--- config.mk ---
export PLATFORM = sky130hd
export DESIGN_NAME = uart_rx_16x
export DESIGN_NICKNAME = d
export VERILOG_FILES = /design/src/rtl/uart_rx_16x.sv
export SDC_FILE = /design/constraint.sdc
export NUM_CORES = 1
export LEC_CHECK = 0
export ABC_AREA = 1
export CORE_UTILIZATION = 61
export CTS_BUF_LIST = sky130_fd_sc_hd__clkbuf_8 sky130_fd_sc_hd__clkbuf_16
export CTS_CLUSTER_SIZE = 40
export DETAILED_ROUTE_END_ITERATION = 8
export PLACE_DENSITY = 0.84
export SYNTH_ARGS = -nofsm -noshare
export SYNTH_HDL_FRONTEND = slang
export SYNTH_SLANG_ARGS = --single-unit
--- constraint.sdc ---
create_clock -name clk -period 2.09 [get_ports clk]
set_input_delay 0.627 -clock clk [delete_from_list [all_inputs] [get_ports clk]]
set_output_delay 0.627 -clock clk [all_outputs]
set_load 0.01 [all_outputs]
--- src/rtl/uart_rx_16x.sv ---
// uart_rx_16x: 8N1 serial receiver, LSB first, 16x oversampling.
// Bytes are offered through a level ready/ack handshake with one-cycle
// valid and frame-error pulses and a sticky overrun flag.
//
// state     | meaning
// ----------+----------------------------------------------------------
// IDLE      | line idle, waiting for a falling edge on rx_s
// START     | counting to the middle of the start bit to confirm it
// DATA      | sampling 8 data bits at their middles, LSB first
// STOP      | counting to the middle of the stop bit
// WAIT_HIGH | stop bit sampled low; waiting for the line to return high
module uart_rx_16x #(
    parameter int BAUD_DIV = 54
) (
    input  logic       clk,
    input  logic       reset_p,
    input  logic       rx,
    input  logic       rd_ack,
    output logic [7:0] rx_data,
    output logic       rx_ready,
    output logic       rx_valid,
    output logic       frame_err,
    output logic       overrun,
    output logic       busy
);

    localparam int OVS = 16;
    localparam int PW  = $clog2(BAUD_DIV);

    localparam logic [PW-1:0] PRESC_TOP = PW'(BAUD_DIV - 1);
    localparam logic [3:0]    TICK_TOP  = 4'(OVS - 1);
    localparam logic [3:0]    MID_START = 4'(OVS / 2 - 1);

    typedef enum logic [2:0] {
        IDLE,
        START,
        DATA,
        STOP,
        WAIT_HIGH
    } state_t;

    state_t        state;
    logic          rx_meta;
    logic          rx_s;
    logic [PW-1:0] presc;
    logic          tick;
    logic [3:0]    tick_cnt;
    logic [2:0]    bit_idx;
    logic [7:0]    shift;

    assign tick = (presc == PRESC_TOP);

    // Two-flop synchronizer for the asynchronous serial line; idles high.
    always_ff @(posedge clk or posedge reset_p) begin
        if (reset_p) begin
            rx_meta <= 1'b1;
            rx_s    <= 1'b1;
        end else begin
            rx_meta <= rx;
            rx_s    <= rx_meta;
        end
    end

    // Oversample prescaler; restarted on the detected start edge so that
    // tick phase is aligned to the edge rather than free-running.
    always_ff @(posedge clk or posedge reset_p) begin
        if (reset_p) begin
            presc <= '0;
        end else if ((state == IDLE) && !rx_s) begin
            presc <= '0;
        end else if (tick) begin
            presc <= '0;
        end else begin
            presc <= presc + PW'(1);
        end
    end

    // Frame FSM with registered status outputs and the ready/ack handshake.
    // The load in STOP is written after the ack clear so that a load in
    // the same cycle as rd_ack wins.
    always_ff @(posedge clk or posedge reset_p) begin
        if (reset_p) begin
            state     <= IDLE;
            tick_cnt  <= '0;
            bit_idx   <= '0;
            shift     <= '0;
            rx_data   <= '0;
            rx_ready  <= 1'b0;
            rx_valid  <= 1'b0;
            frame_err <= 1'b0;
            overrun   <= 1'b0;
            busy      <= 1'b0;
        end else begin
            rx_valid  <= 1'b0;
            frame_err <= 1'b0;
            if (rd_ack) begin
                rx_ready <= 1'b0;
                overrun  <= 1'b0;
            end
            case (state)
                IDLE: begin
                    if (!rx_s) begin
                        state    <= START;
                        tick_cnt <= '0;
                        busy     <= 1'b1;
                    end
                end
                START: begin
                    if (tick) begin
                        if (tick_cnt == MID_START) begin
                            tick_cnt <= '0;
                            if (!rx_s) begin
                                state   <= DATA;
                                bit_idx <= '0;
                            end else begin
                                state <= IDLE;
                                busy  <= 1'b0;
                            end
                        end else begin
                            tick_cnt <= tick_cnt + 4'd1;
                        end
                    end
                end
                DATA: begin
                    if (tick) begin
                        tick_cnt <= tick_cnt + 4'd1;
                        if (tick_cnt == TICK_TOP) begin
                            shift <= {rx_s, shift[7:1]};
                            if (bit_idx == 3'd7) begin
                                state <= STOP;
                            end else begin
                                bit_idx <= bit_idx + 3'd1;
                            end
                        end
                    end
                end
                STOP: begin
                    if (tick) begin
                        if (tick_cnt == TICK_TOP) begin
                            tick_cnt <= '0;
                            if (rx_s) begin
                                state    <= IDLE;
                                busy     <= 1'b0;
                                rx_data  <= shift;
                                rx_ready <= 1'b1;
                                rx_valid <= 1'b1;
                                if (rx_ready && !rd_ack) begin
                                    overrun <= 1'b1;
                                end
                            end else begin
                                state     <= WAIT_HIGH;
                                frame_err <= 1'b1;
                            end
                        end else begin
                            tick_cnt <= tick_cnt + 4'd1;
                        end
                    end
                end
                WAIT_HIGH: begin
                    if (rx_s) begin
                        state <= IDLE;
                        busy  <= 1'b0;
                    end
                end
                default: begin
                    state <= IDLE;
                    busy  <= 1'b0;
                end
            endcase
        end
    end

endmodule

After elaboration in Yosys (flattened, before gate mapping)
Index checks and enable logic that the tools add are counted.
{"block": "totals", "inputBits": 4, "word_cells": 103, "out_inout_bits": 13, "register_bits": 39}
{"block": "classes", "n_eq_ne": 19, "bitwise_logic": 1, "add_sub_neg": 3, "reduce_logical": 13, "mux": 54}
{"op": "$mux W3", "n": 16}
{"op": "$mux W1", "n": 25}
{"op": "$mux W4", "n": 6}
{"op": "$ne A2 B2 Y1 const B", "n": 11}
{"op": "$pmux W4 S4", "n": 1}
{"op": "$pmux W3 S5", "n": 1}
{"op": "$mux W6", "n": 2}
{"op": "$reduce_and A9 Y1", "n": 1}
{"op": "$reduce_and A7 Y1", "n": 1}
{"op": "$add A6 B1 Y6 const B", "n": 1}
{"op": "$eq A3 B2 Y1 const B", "n": 2}
{"op": "$eq A3 B3 Y1 const B", "n": 2}
{"op": "$eq A6 B6 Y1 const B", "n": 1}
{"op": "$pmux W3 S2", "n": 1}
{"op": "$reduce_and A6 Y1", "n": 1}
{"op": "$pmux W1 S5", "n": 1}
{"op": "$reduce_and A5 Y1", "n": 1}
{"op": "$add A4 B1 Y4 const B", "n": 1}
{"op": "$eq A4 B3 Y1 const B", "n": 1}
{"op": "$eq A4 B4 Y1 const B", "n": 1}
{"op": "$reduce_and A4 Y1", "n": 1}
{"op": "$reduce_bool A4 Y1", "n": 1}
{"op": "$add A3 B1 Y3 const B", "n": 1}
{"op": "$eq A3 B1 Y1 const B", "n": 1}
{"op": "7 further kinds", "n": 9}

Logic depth before layout (Yosys ltp)
{"block": "logic_depth", "depth_word": 7, "mapped_depth": 10, "mapped_depth_nobuf": 9}

Least setup slack after synthesis
Ideal clock, no wire load.
{"block": "synth_path", "kind": "flip-flop to flip-flop", "from": "register bit_idx[0]", "to": "register bit_idx[0]", "required_time_ps": 2025, "slack_ps": 714, "n_path_buf": 0, "setup_ps": 65, "arrival_ps": 1311, "period_less_slack_ps": 1376, "stages_incl_launch_ff": 10, "cell_sequence": "dfrtp_1 > ha_1 > ha_1 > inv_1 > nand3_1 > nand2_1 > nand3_1 > nor2_1 > nand2_1 > nand2_1"}
{"block": "synth_between", "elab_chain_len": 5, "elab_cells_between_ends": 8, "classes_between": "1 x add/sub; 2 x eq/ne; 4 x mux; 1 x reduce/logical"}
{"element": "start, declared", "line_no": "48", "source": "logic [2:0] bit_idx;"}
{"element": "start signal, assigned", "line_no": "132", "source": "bit_idx <= bit_idx + 3'd1;"}
{"element": "$add A3 B1 Y3", "line_no": "132"}
{"element": "$mux W3", "line_no": "129", "source": "if (bit_idx == 3'd7) begin"}
{"element": "$mux W3", "line_no": "127", "source": "if (tick_cnt == TICK_TOP) begin"}
{"element": "$mux W3", "line_no": "125", "source": "if (tick) begin"}
{"element": "$pmux W3 S2", "line_no": "100", "source": "case (state)"}
Several ways; a longest one is shown, not always the timed one. The select of a mux whose other input is x is not followed.
A chain may end at the register's enable or synchronous reset.

Final worst setup path
{"block": "layout_path", "from": "register rx_ready", "to": "output port rx_ready"}
{"element": "start, declared", "line_no": "20", "source": "output logic rx_ready,"}
{"element": "start signal, assigned", "line_no": "88", "source": "rx_ready <= 1'b0;"}
{"element": "start signal, assigned", "line_no": "97", "source": "rx_ready <= 1'b0;"}
{"element": "start signal, assigned", "line_no": "145", "source": "rx_ready <= 1'b1;"}
No word-level cell between the ends.

==> impl_metrics.toml <==
[critical_path]
critical_path_buf_inv_count = 1
crit_type = "flop to output pin"
crit_path_end_kind = "output pin"
slowest_stage = "clkdlybuf4s50_1"
cp-start-kind = "flop"
arrival_ns = 1.21
path_delay_family = "buffers and inverters"
critPathRequiredTime_ns = 1.46
path_cells = "clkdlybuf4s50_1"
critPathMaxStageDelay_ns = 0.54
crit_fanout = 3

[global_route]
grt_max_degree = 40
busiest_layer = "met2"
overflow = 0
grt_use_met2 = 0.3727
antenna_found_initial = 0
grt_pass1_wl_um = 5713
use_met3 = 0.06696
gr-usage-met1 = 0.2811
track_usage = 0.2268
grt_pass1_vias = 1376

[yosys]
synth.most_common_cell = "nand2_1"
async_reset_ff_frac = 1.000
syn-cell-area_um2 = 1931
seq_area_frac_synth = 0.5068
synth_common_cells = "nand2_1 (55), dfrtp_1 (37), inv_1 (26)"
netlist_instances = 218
synth-edff-count = 0
syn-num-nets = 227
yosys.area.top_type = "dfrtp_1"
syn_area_per_cell_um2 = 8.856
synthDistinctLibCells = 28
post_synth_main_area_contributors = "dfrtp_1 (48%), nand2_1 (11%), inv_1 (5.1%), nand3_1 (4.4%), nor2_1 (4.3%)"
yosys_register_bits = 39
synthFlopType = "dfrtp_1"
yosysTopAreaCellShare = 0.4796
yosysWarnings = 0

[flow_run]
drv_cap = 0

[cts]
cts_tree = "yes"
cts_max_path_buffers = 2
cts_hold_buf = 0
cts_setup_buffers = 0
cts-root-buf = "clkbuf_8"
cts_max_level = 2
cts.clk_slew.worst_paths_ns = 0.07
cts_inserted_buffers = 5
cts_sinks = 39
clk-insertion-delay-late_ns = 0.29
cts_resized = 0

[floorplan]
rows = 20
die_h_um = 58.26
start_util = 0.6376
core_area_um2 = 3028
die_x_um = 58.26
dieArea_um2 = 3394
boundaryPins = 17

[routing]
drt_pass1_iterations = 4
routed-via-count = 1416
ant_nets = 0
drcViolationCount = 0
vias_per_cell = 4.986
drtIter0Drc = 63
wl_per_cell_um = 11.23
wl_um = 3188

[timing]
post-route-worst-setup-slack_ns = 0.2553
rsz0062_at_grt = "false"
tightest_slew_ns = 0.3058
fmax_mhz = 545.0
tns_ns = 0
finClkSkew_ns = 0.006853
finalSetupViolations = 0
timing.final.crit_share = 0.8779
finalMaxSlewViolations = 0
slew_headroom = 0.7962
final_hold_viol_count = 0
final.min_clock_period_ns = 1.835

[min_path]
min_path_type = "flop to flop"

[cells_and_area]
multi_input_area_um2 = 809.5
nFillCells = 228
fin_nets = 248
seqCellArea_um2 = 978.4
instances_no_fill = 284
post-route-util = 0.7426
drive_gt1_frac = 0.1542
syn_to_final_growth_pct = 16.46
diodes = 0

[pwr]
peakVddDrop_mv = 0.4541
p_per_area_nw_per_um2 = 624.2
leakagePower_uw = 0.001140

[placed_design]
io_buffers = 16
preCtsSetupSlack_ns = 0.5164
dp_hpwl_um = 2297
gp_congestion = 0.8947
dp_cells = 276

[run_status]
outcome = "complete, no violations"
==> layout make-up <==
class | count | share of cell area
clock buffers | 5 | 0.03061
clock inverters | 3 | 0.01948
inverters | 30 | 0.05008
multi-input cells | 146 | 0.3600
flip-flops and latches | 39 | 0.4352
well taps | 44 | 0.02449
repair buffers | 17 | 0.08013
==> sequential cells by signal, summed over array words and instances, names as in the netlist <==
register,flops
state,3
rx_s,1
rx_ready,1
bit_idx,3
presc,6
rx_meta,1
rx_data,8
shift,8
rx_valid,1
tick_cnt,4
busy,1
frame_err,1
overrun,1
==> stage by stage <==
step	hold slack (ns)	cell area, um^2	total power, uW
after floorplan	0.3452	1931	788.2
after global placement	0.3561	2136	804.0
after detailed placement	0.3575	2136	804.1
after CTS	0.3688	2248	1427
after global routing	0.3712	2248	1458
final	0.3662	2248	1403
==> power breakdown <==
group          switching [uW]  internal (uW)
Clock                     260            355
Sequential               2.46            758
Combinational            17.8           9.96
==> routing by layer <==
layer / routed length, um / vias up
met2: 1527 / 31
met3: 120 / 4
met1: 1507 / 649
met5: 0 / -
li1: - / 732
met4: 33 / 0
==> logic make-up after synthesis <==
family	after synthesis	share of synthesized area
AO/OA/AOI/OAI	24	0.07907
AND/OR/NAND/NOR	113	0.2897
buffers and inverters	33	0.07388
XOR/XNOR	4	0.01815
flip-flops	39	0.5068
adder cells (fa/ha/maj)	5	0.03240
==> worst paths after layout <==
path | start | endpoint | slack, ns | depth (start not counted)
max in group asynchronous | reset_p | rx_meta | 1.14 | 3
hold reg to reg | rx_meta | rx_s | 0.37 | 0
min in group asynchronous | reset_p | shift[1] | 0.69 | 3
setup reg to reg | bit_idx[0] | bit_idx[0] | 0.52 | 9
setup / recovery | rx_ready | rx_ready | 0.26 | 1
hold / removal | rx_meta | rx_s | 0.37 | 0
==> placed cells by master, fill, tap and decap left out, types with 2 or more instances in the layout <==
cell type        instances
a21oi_1                  3
clkbuf_8                 5
clkdlybuf4s50_1         16
dfrtp_1                 37
dfstp_2                  2
ha_1                     5
inv_1                   26
inv_2                    4
nand2_1                 55
nand2_2                  3
nand2_4                  2
nand3_1                 17
nand3_4                  3
nand4_1                  2
nor2_1                  22
nor2_2                   3
nor2_4                   2
o21ai_0                  4
o21ai_1                  8
o21ai_2                  7
xnor2_1                  2
xor2_1                   2
Note: power is estimated with default switching activity, not from simulation.
